[config.mk]
export PLATFORM = sky130hd
export DESIGN_NAME = uart_tx_scheduler
export DESIGN_NICKNAME = d
export VERILOG_FILES = /design/src/rtl/uart_tx_scheduler.sv
export SDC_FILE = /design/constraint.sdc
export NUM_CORES = 1
export LEC_CHECK = 0
export ABC_AREA = 1
export CORE_ASPECT_RATIO = 1.1
export CORE_MARGIN = 2
export CORE_UTILIZATION = 28
export DETAILED_ROUTE_END_ITERATION = 8
export GPL_TIMING_DRIVEN = 0
export MAX_ROUTING_LAYER = met4
export SYNTH_ARGS = -nofsm -noshare
export SYNTH_HDL_FRONTEND = slang
export SYNTH_SLANG_ARGS = --single-unit
[constraint.sdc]
create_clock -name Div_CLK -period 1.7 [get_ports Div_CLK]
set_input_delay 0.34 -clock Div_CLK [delete_from_list [all_inputs] [get_ports Div_CLK]]
set_output_delay 0.34 -clock Div_CLK [all_outputs]
set_load 0.02 [all_outputs]
[src/rtl/uart_tx_scheduler.sv]
// Four-source round-robin UART transmitter: start, 8 data LSB first, optional even parity (`UART_TX_SCHED_PARITY_EN), STOP_BITS stop.
// Latency: 1 Div_CLK from REQ in IDLE to GRANT and start bit; back-to-back frames repeat every F cycles with no idle gap.
// Backpressure: a requester holds REQ and its byte until GRANT; REQ is sampled only in IDLE or on the final stop-bit edge.
module uart_tx_scheduler #(
    parameter int STOP_BITS = 1
) (
    input  logic        Div_CLK,
    input  logic        RST,
    input  logic [3:0]  REQ,
    input  logic [31:0] DATA_IN,
    output logic [3:0]  GRANT,
    output logic        BUSY,
    output logic        TX
);

    localparam logic [1:0] STOP_LAST = 2'(STOP_BITS - 1);

`ifdef UART_TX_SCHED_PARITY_EN
    typedef enum logic [2:0] {IDLE, START, DATA, PAR, STOP} state_t;
`else
    typedef enum logic [2:0] {IDLE, START, DATA, STOP} state_t;
`endif

    state_t      state_q, state_d;
    logic [2:0]  bit_idx_q, bit_idx_d;
    logic [1:0]  stop_cnt_q, stop_cnt_d;
    logic [7:0]  shreg_q, shreg_d;
    logic [1:0]  ptr_q, ptr_d;
    logic [3:0]  grant_d;
    logic        busy_d;
    logic        tx_d;
    logic        arb_pt;
    logic        arb_vld;
    logic [1:0]  arb_idx;

    // Scan offsets 4..1 so the smallest offset after ptr overrides the rest.
    always_comb begin
        arb_vld = 1'b0;
        arb_idx = 2'd0;
        for (int i = 4; i >= 1; i--) begin
            if (REQ[ptr_q + 2'(i)]) begin
                arb_vld = 1'b1;
                arb_idx = ptr_q + 2'(i);
            end
        end
    end

    always_comb begin
        state_d    = state_q;
        bit_idx_d  = bit_idx_q;
        stop_cnt_d = stop_cnt_q;
        shreg_d    = shreg_q;
        ptr_d      = ptr_q;
        grant_d    = 4'b0000;
        busy_d     = 1'b1;
        tx_d       = 1'b1;
        arb_pt     = 1'b0;

        case (state_q)
            IDLE: begin
                arb_pt = 1'b1;
            end
            START: begin
                state_d   = DATA;
                bit_idx_d = 3'd0;
                tx_d      = shreg_q[0];
            end
            DATA: begin
                if (bit_idx_q == 3'd7) begin
`ifdef UART_TX_SCHED_PARITY_EN
                    state_d = PAR;
                    tx_d    = ^shreg_q;
`else
                    state_d    = STOP;
                    stop_cnt_d = 2'd0;
                    tx_d       = 1'b1;
`endif
                end else begin
                    bit_idx_d = bit_idx_q + 3'd1;
                    tx_d      = shreg_q[bit_idx_q + 3'd1];
                end
            end
`ifdef UART_TX_SCHED_PARITY_EN
            PAR: begin
                state_d    = STOP;
                stop_cnt_d = 2'd0;
            end
`endif
            STOP: begin
                if (stop_cnt_q == STOP_LAST) begin
                    arb_pt = 1'b1;
                end else begin
                    stop_cnt_d = stop_cnt_q + 2'd1;
                end
            end
            default: begin
                state_d = IDLE;
                busy_d  = 1'b0;
            end
        endcase

        // Arbitrating on the last stop edge chains the next start bit with no idle cycle.
        if (arb_pt) begin
            if (arb_vld) begin
                state_d = START;
                shreg_d = DATA_IN[{arb_idx, 3'b000} +: 8];
                grant_d = 4'b0001 << arb_idx;
                ptr_d   = arb_idx;
                tx_d    = 1'b0;
            end else begin
                state_d = IDLE;
                busy_d  = 1'b0;
                tx_d    = 1'b1;
            end
        end
    end

    always_ff @(posedge Div_CLK or posedge RST) begin
        if (RST) begin
            state_q    <= IDLE;
            bit_idx_q  <= 3'd0;
            stop_cnt_q <= 2'd0;
            shreg_q    <= 8'h00;
            ptr_q      <= 2'd3;
            GRANT      <= 4'b0000;
            BUSY       <= 1'b0;
            TX         <= 1'b1;
        end else begin
            state_q    <= state_d;
            bit_idx_q  <= bit_idx_d;
            stop_cnt_q <= stop_cnt_d;
            shreg_q    <= shreg_d;
            ptr_q      <= ptr_d;
            GRANT      <= grant_d;
            BUSY       <= busy_d;
            TX         <= tx_d;
        end
    end

endmodule

After elaboration in Yosys (flattened, before gate mapping):

Cells that the tools add are included.
W data, S select, Z words.

* memories kept: 0
* output and inout bits: 6
* register bits after elaboration: 24
* ROM bits: 0
* bits in latches: 0
* bits of input ports: 38
* bits in writable memories: 0

* mux-type cells: 38
* shifts and indexed selects: 2
* divide/modulo/power cells: 0
* reductions and logical operators: 10
* $lt $le $gt $ge: 5
* multiply operators: 0
* eq/ne operators: 9
* add/subtract/negate cells: 5
* bitwise gates (word level): 0

Operators by type and width (number)
* $shiftx A32 B6 Y8: 1
* $mux W1: 17
* $lt A2 B3 Y1 const B: 4
* $mux W2: 6
* $mux W3: 3
* $pmux W3 S3: 1
* $bmux W1 S2: 4
* $mux W4: 2
* $eq A3 B2 Y1 const B: 2
* $ne A2 B2 Y1 const B: 3
* $pmux W3 S2: 1
* $reduce_and A2 Y1: 3
* $add A2 B1 Y2 const B: 2
* $add A2 B2 Y2 const B: 2
* $lt A3 B4 Y1 const B: 1
* $pmux W1 S2: 2
* $pmux W2 S2: 1
* $reduce_bool A2 Y1: 2
* $reduce_or A4 Y1: 1
* $shl A1 B2 Y4 const A: 1
* $add A3 B1 Y3 const B: 1
* $bmux W1 S3: 1
* $eq A3 B1 Y1 const B: 1
* $eq A3 B3 Y1 const B: 1
* 6 further kinds: 6

Logic depth before layout (Yosys ltp):

Gate-level depths: netlist of run 1.

* depth after elaboration: 9
* depth in mapped cells: 16
* gate-level depth less buffers: 15

Worst setup path before layout of run 1:

No wires, ideal clock.

* kind: register to register
* from: register ptr_q[0]
* to: register shreg_q[0]
* data arrival time: 1.641 ns
* path slack: -0.058 ns
* stages on the path, launching flop included: 14
* period minus slack after synthesis: 1.758 ns
* cells stage by stage: dfstp_2 -> buf_6 -> inv_6 -> nand2_2 -> nand2_1 -> a21oi_1 -> nand3_4 -> nand2_4 -> buf_6 -> nand2_1 -> nand3_1 -> nand2_1 -> nand2_1 -> nand2_1

* cells in the longest elaborated chain, start to end: 7
* elaborated cells on any way between the ends: 21
* those cells by class: add/sub: 3; shift: 1; mux: 16; reduce/logical: 1

Ends and longest elaborated chain
* from (decl): RTL line 28 `logic [1:0] ptr_q, ptr_d;`
* from (signal assigned): RTL line 133 `ptr_q <= ptr_d;`
* $add A2 B2 Y2 / $bmux W1 S2 (equally long branches): RTL line 41, 43
* $bmux W1 S2 / $mux W1 (equally long branches): RTL line 41 `if (REQ[ptr_q + 2'(i)]) begin`
* $mux W1 (implied by the code) / $mux W2 (equally long branches): RTL line 41
* $mux W2 / $mux W1 (equally long branches) (3 in series): RTL line 41
* $shiftx A32 B6 Y8 / $reduce_and A2 Y1 (equally long branches)
* to (signal assigned): RTL line 132 `shreg_q <= shreg_d;`
* to (decl): RTL line 27 `logic [7:0] shreg_q, shreg_d;`

Parallel ways exist; a longest one is shown, timed or not. The select of a mux whose other input is x is not followed.
A chain may end at the register's enable or synchronous reset.

Worst setup path after layout of run 1:

* from: register ptr_q[1]
* to: register shreg_q[2]

The elaborated chain is that of the path after synthesis.

==> impl_metrics.json, run 1 <==
{
  "numCtsBuffers": 3,
  "ctsHoldBuffers": 0,
  "core-area_um2": 5810,
  "cts_tree": "built",
  "worstSetupPathType": "flop to flop",
  "synth_top_area_share_pct": 29.6,
  "grt_max_degree": 24,
  "ff2ff_path_depth": 14,
  "crit_arrival_ns": 2.08,
  "grt.overflow.total": 0,
  "drive_above_1_share_pct": 21.4,
  "power_leakage_nw": 1.36,
  "synthCells": 260,
  "finalSetupViolCount": 16,
  "endpoint": "shreg_q[2]",
  "wl_per_cell_um": 11.2,
  "critPathLaunchType": "flop",
  "fmax_mhz": 521,
  "dpl.hpwl_mm": 3.06,
  "viasPerCell": 4.42,
  "r2r-start": "ptr_q[1]",
  "path_clk_slew_ns": 0.08,
  "multi_input_area_um2": 1080,
  "yosys-top-cells-area": "dfrtp_1, nand2_1, nand3_1",
  "drv_cap": 0,
  "clk_path_buf_depth": 2,
  "dieArea_um2": 6670,
  "route.vias.total": 1763,
  "hold_class": "flop to flop",
  "period_minus_slack_ns": 1.92,
  "synth_ff_type": "dfrtp_1",
  "nNetsFinal": 368,
  "ios": 44,
  "port_buffers": 43,
  "slew_headroom_pct": 44.1,
  "layout_setup_ws_ns": -0.219,
  "initial_core_util_pct": 29.1,
  "startpoint": "ptr_q[1]",
  "htreeDepth": 1,
  "yosysMostFrequentCell": "nand2_1",
  "dp_slack_ns": -0.446,
  "grt_use_met3_pct": 1.28,
  "worst_pin_slew_ns": 0.838,
  "grt_pass1_wl_mm": 7.45,
  "hold_path.startpoint": "shreg_q[4]",
  "slew_violations": 0,
  "drc": 0,
  "n_antenna_cell": 0,
  "cp_max_fo": 6,
  "ys_warn_count": 0,
  "antenna_found_initial": 0,
  "max-vdd-ir-drop_mv": 1.10,
  "r2r_slack_ns": -0.22,
  "clock-sinks": 23,
  "hold_violations": 0,
  "finalCritPeriodShare_pct": 113,
  "ant_nets": 0,
  "grt_util_met1_pct": 17.0,
  "r2r-end": "shreg_q[2]",
  "globalplace.congestion": 0.798,
  "skew_ns": 0.00367,
  "drtIter0Drc": 49,
  "grt_setup_unrepaired": "true",
  "hold_depth": 2,
  "syn_to_final_growth_pct": 53.8,
  "synth_commonest_cells": "nand2_1, inv_1, nand3_1, dfrtp_1, o21ai_0",
  "globalRoute.busiestLayer": "met2",
  "cp-end-kind": "flop",
  "first_pass_iters": 4,
  "power_density_nw_per_um2": 2280,
  "tns_ns": -2.16,
  "status": "finished, violations left",
  "num-fill-cells": 613,
  "clock_latency_ns": 0.26,
  "synth_edf_count": 0,
  "met2_usage_pct": 24.3,
  "cp_data_required_time_ns": 1.86,
  "synth-seq-cells": 23,
  "violations": "setup timing",
  "syn_area_um2": 1690,
  "synth.distinct_cells": 25,
  "die_h_um": 85.5,
  "drt-total-wl_mm": 4.45,
  "power_mw": 5.93,
  "row_count": 29,
  "gr-usage-all-layers_pct": 13.8,
  "grt_pass1_vias": 1722,
  "async_reset_ff_share_pct": 100,
  "yosys.area.top_type": "dfrtp_1",
  "yosysSeqAreaShare_pct": 34.3,
  "cts_root_buf": "clkbuf_8",
  "final-seq-area_um2": 579,
  "synth_fp_nets": 305,
  "die_x_um": 78.1,
  "holdWs_ns": 0.486,
  "utilization_pct": 44.7,
  "avgSynthCellArea_um2": 6.50
}
kinds of logic after synthesis:
kind of cell | Yosys count | synth area share (%)
flip-flops | 23 | 34.3
buffers and inverters | 51 | 13.0
AO/OA/AOI/OAI | 21 | 6.74
adder cells (fa/ha/maj) | 7 | 5.18
AND/OR/NAND/NOR | 158 | 40.8
sequential cells by signal (all words and copies together), names as in the netlist:
signal	flops
bit_idx_q	3
BUSY	1
shreg_q	8
TX	1
state_q	2
GRANT	4
stop_cnt_q	2
ptr_q	2
worst max-delay path, cell delays in order (launching register included):
cell and delay, ns:
dfstp_2 0.62, inv_2 0.08, nand2_1 0.12, nand2_4 0.08, nand2_2 0.08, nand2_2 0.06, inv_4 0.08, nand3_4 0.15
buf_4 0.19, nand3_1 0.09, nand2_1 0.06, nand2_1 0.05, nand2_1 0.04, nand2_1 0.06, nand2_1 0.05
cell usage in the layout, fill, tap and decap left out, drive strengths merged:
cell type	netlist	routed
nand2	110	112
inv	44	45
clkdlybuf4s50	0	42
nand3	37	37
dfrtp	20	20
buf	6	19
o21ai	13	13
ha	7	7
a21oi	5	5
nor3	5	5
nor2	4	4
clkbuf	0	4
dfstp	3	3
o31ai	1	1
nand4	1	1
o211ai	1	1
a31o	1	1
nand3b	1	1
dlygate4sd2	0	1
area by class of cell:
class,instances,share of cell area [%]
Clock buffer,4,1.73
Buffer,6,2.60
Inverter,45,6.98
Sequential cell,23,22.3
Timing Repair Buffer,56,21.1
Tap cell,77,3.71
Multi-Input combinational cell,188,41.5
where the power goes:
part | switching (mW) | total, mW | internal [mW]
Sequential | 0.163 | 1.00 | 0.839
Clock | 0.168 | 0.335 | 0.167
Combinational | 2.68 | 4.60 | 1.92
worst min-delay path by stage:
stage,to,slack (ns)
6_report,shreg_q[4],0.49
3_3_place_gp,shreg_q[7],0.47
3_5_place_dp,shreg_q[3],0.47
2_1_floorplan,BUSY,0.34
5_1_grt,shreg_q[7],0.52
4_1_cts,shreg_q[3],0.49
repair_timing:
action,CTS,global route
cloned,4,1
hold endpoints to repair,0,0
pin swaps,10,13
endpoints found under the setup margin,17,22
resized for setup,31,23
setup buffers,9,1
stage by stage:
stage	instances	cell area, µm²
floorplan	260	1700
CTS	397	2500
finish	399	2600
detailed placement	380	2230
global route	399	2600
global placement	380	2230
layer usage:
| layer | part of all wire [%] | vias up |
|---|---|---|
| met1 | 45 | 791 |
| met5 | 0 | - |
| met4 | 0.90 | 0 |
| met3 | 2.9 | 5 |
| li1 | - | 933 |
| met2 | 51 | 34 |
(Power assumes the default switching activity.)
==> run 2: changes to the inputs <==
- DONT_BUFFER_PORTS: unset -> 1
==> run 2 against run 1 <==
Effect of this change: the flow still finishes with violations (setup timing); sequential share of layout area is 4.4 points higher; via count is 7.7% lower; final cell count is 11% lower; first-iteration DRC count is 8.2% lower; clock skew is 0.0026 ns lower; critical path depth is 1 higher; fmax is 1.5% lower; sequential cell count stayed put; die area stayed put; clock-buffer cell count stayed put; worst hold slack worse by 0.35 ns; routed wire length is 5.4% lower.
==> impl_metrics.json, run 2 (synthesis gave the netlist of run 1 again) <==
{
  "status": "finished, violations left",
  "largest_reg_flops": 8,
  "ios": 44,
  "fmax_mhz": 513,
  "utilization_pct": 37.3,
  "grt.overflow.total": 0,
  "dieArea_um2": 6670,
  "hold_violations": 0,
  "die_x_um": 78.1,
  "num-fill-cells": 638,
  "worstSetupPathType": "flop to flop",
  "hold_class": "primary input to asynchronous set/reset pin",
  "drc": 0,
  "row_count": 29,
  "path_clk_slew_ns": 0.08,
  "multi_input_area_um2": 1050,
  "cts_root_buf": "clkbuf_8",
  "die_h_um": 85.5,
  "port_buffers": 0,
  "worst_pin_slew_ns": 0.868,
  "ff2ff_path_depth": 15,
  "numCtsBuffers": 3,
  "first_pass_iters": 5,
  "drt-total-wl_mm": 4.21,
  "clock-sinks": 23,
  "drive_above_1_share_pct": 24.7,
  "grt_setup_unrepaired": "true",
  "cp_common_cell": "nand2_2",
  "finalCritPeriodShare_pct": 115,
  "final-seq-area_um2": 579,
  "endpoint": "shreg_q[0]",
  "drtIter0Drc": 45,
  "crit_arrival_ns": 2.12,
  "grt_pass1_vias": 1601,
  "wl_per_cell_um": 11.8,
  "route.vias.total": 1627,
  "clk_path_buf_depth": 2,
  "critPathLaunchType": "flop",
  "clock_latency_ns": 0.27,
  "r2r_slack_ns": -0.25,
  "ant_nets": 0,
  "reg.largest.list": "shreg_q (8), GRANT (4), bit_idx_q (3)",
  "gr-usage-all-layers_pct": 13.4,
  "crit_family": "simple AND/OR/NAND/NOR gates",
  "r2r-start": "ptr_q[0]",
  "top_register": "shreg_q",
  "final_cell_mix": "nand2_1, inv_1, nand3_1, dfrtp_1, nand2_2",
  "slew_violations": 0,
  "cts_tree": "built",
  "drv_cap": 0,
  "n_antenna_cell": 0,
  "cp_max_fo": 8,
  "initial_core_util_pct": 29.1,
  "slew_headroom_pct": 42.1,
  "layout_commonest_cell": "nand2_1",
  "r2r-end": "shreg_q[0]",
  "period_minus_slack_ns": 1.95,
  "core-area_um2": 5810,
  "violations": "setup timing",
  "tns_ns": -3.05,
  "critPathBufInv": 3,
  "cp-end-kind": "flop",
  "cp_data_required_time_ns": 1.87,
  "finalSetupViolCount": 17,
  "dpl.hpwl_mm": 2.87,
  "globalplace.congestion": 0.762,
  "startpoint": "ptr_q[0]",
  "path_cells": "buf_6, inv_8, nand2_2, nand2_2, nand2_2, nand2_2, nand2_4, nand3_4, nand2_8, buf_8, nand2_1, nand3_1, nand2_1, nand2_2, nand2_1",
  "instances_no_fill": 356,
  "antenna_found_initial": 0,
  "slowest_stage": "dfstp_2",
  "nNetsFinal": 325,
  "layout_setup_ws_ns": -0.248,
  "htreeDepth": 1,
  "syn_to_final_growth_pct": 28.2,
  "critPathMaxStageDelay_ns": 0.55,
  "dp.cells": 337,
  "viasPerCell": 4.57,
  "skew_ns": 0.00105,
  "ctsHoldBuffers": 0,
  "grt_pass1_wl_mm": 7.07,
  "grt_max_degree": 24,
  "path_depth": 15
}
## run 2: changes by cell type in the layout (fill, tap and decap cells not counted), sizes merged
cell | before | now
clkbuf | 4 | 5
clkdlybuf4s50 | 42 | 0
clkinv | 0 | 1
dlygate4sd2 | 1 | 0
inv | 45 | 44
nand2 | 112 | 111
## run 2: cell type report
| class | instances | area share, % |
|---|---|---|
| buffer | 6 | 3.29 |
| clock buffer | 4 | 2.08 |
| inverter | 45 | 8.32 |
| multi-input combinational | 187 | 48.3 |
| sequential | 23 | 26.7 |
| tap | 77 | 4.45 |
| timing repair buffer | 14 | 6.82 |
## run 2: per-stage QoR
stage / setup slack [ns] / cell area (µm²) / hold slack, ns
detailed placement: -0.259 / 1800 / 0.462
finish: -0.248 / 2170 / 0.134
CTS: -0.190 / 2010 / 0.167
global placement: -0.263 / 1800 / 0.457
floorplan: -0.0273 / 1700 / 0.340
global route: -0.406 / 2170 / 0.213
## run 2: worst min-delay path by stage
stage                     startpoint      endpoint  cells after the start
after floorplan                  RST          BUSY                      1
after global placement           RST      GRANT[2]                      1
after detailed placement         RST          BUSY                      1
after CTS                        RST      GRANT[2]                      1
after global routing             RST      GRANT[1]                      1
final                            RST  bit_idx_q[2]                      1
## run 2: layer usage
layer | global-route usage (%) | wire length, µm
met4 | 5.74 | 91
met5 | - | 0
met1 | 16.8 | 1880
met2 | 21.9 | 2080
met3 | 1.81 | 158
## run 2: worst register-to-register path, stage by stage (launching register included)
cell and delay [ns]:
dfstp_2 0.55, buf_6 0.13, inv_8 0.05, nand2_2 0.06, nand2_2 0.07, nand2_2 0.08
nand2_2 0.08, nand2_4 0.10, nand3_4 0.17, nand2_8 0.14, buf_8 0.13, nand2_1 0.05
nand3_1 0.06, nand2_1 0.07, nand2_2 0.06, nand2_1 0.04
## run 2: repair_timing
| action | 4_1_cts | 5_1_grt |
|---|---|---|
| pin swaps | 7 | 14 |
| gates resized for setup | 23 | 27 |
| setup buffers | 8 | 3 |
| gates cloned | 3 | 1 |
| endpoints found under the setup margin | 16 | 21 |
Power of run 2 is left out: the tool's default activity adds up to more than one toggle a clock period on the data nets, which glitch-free logic cannot reach.
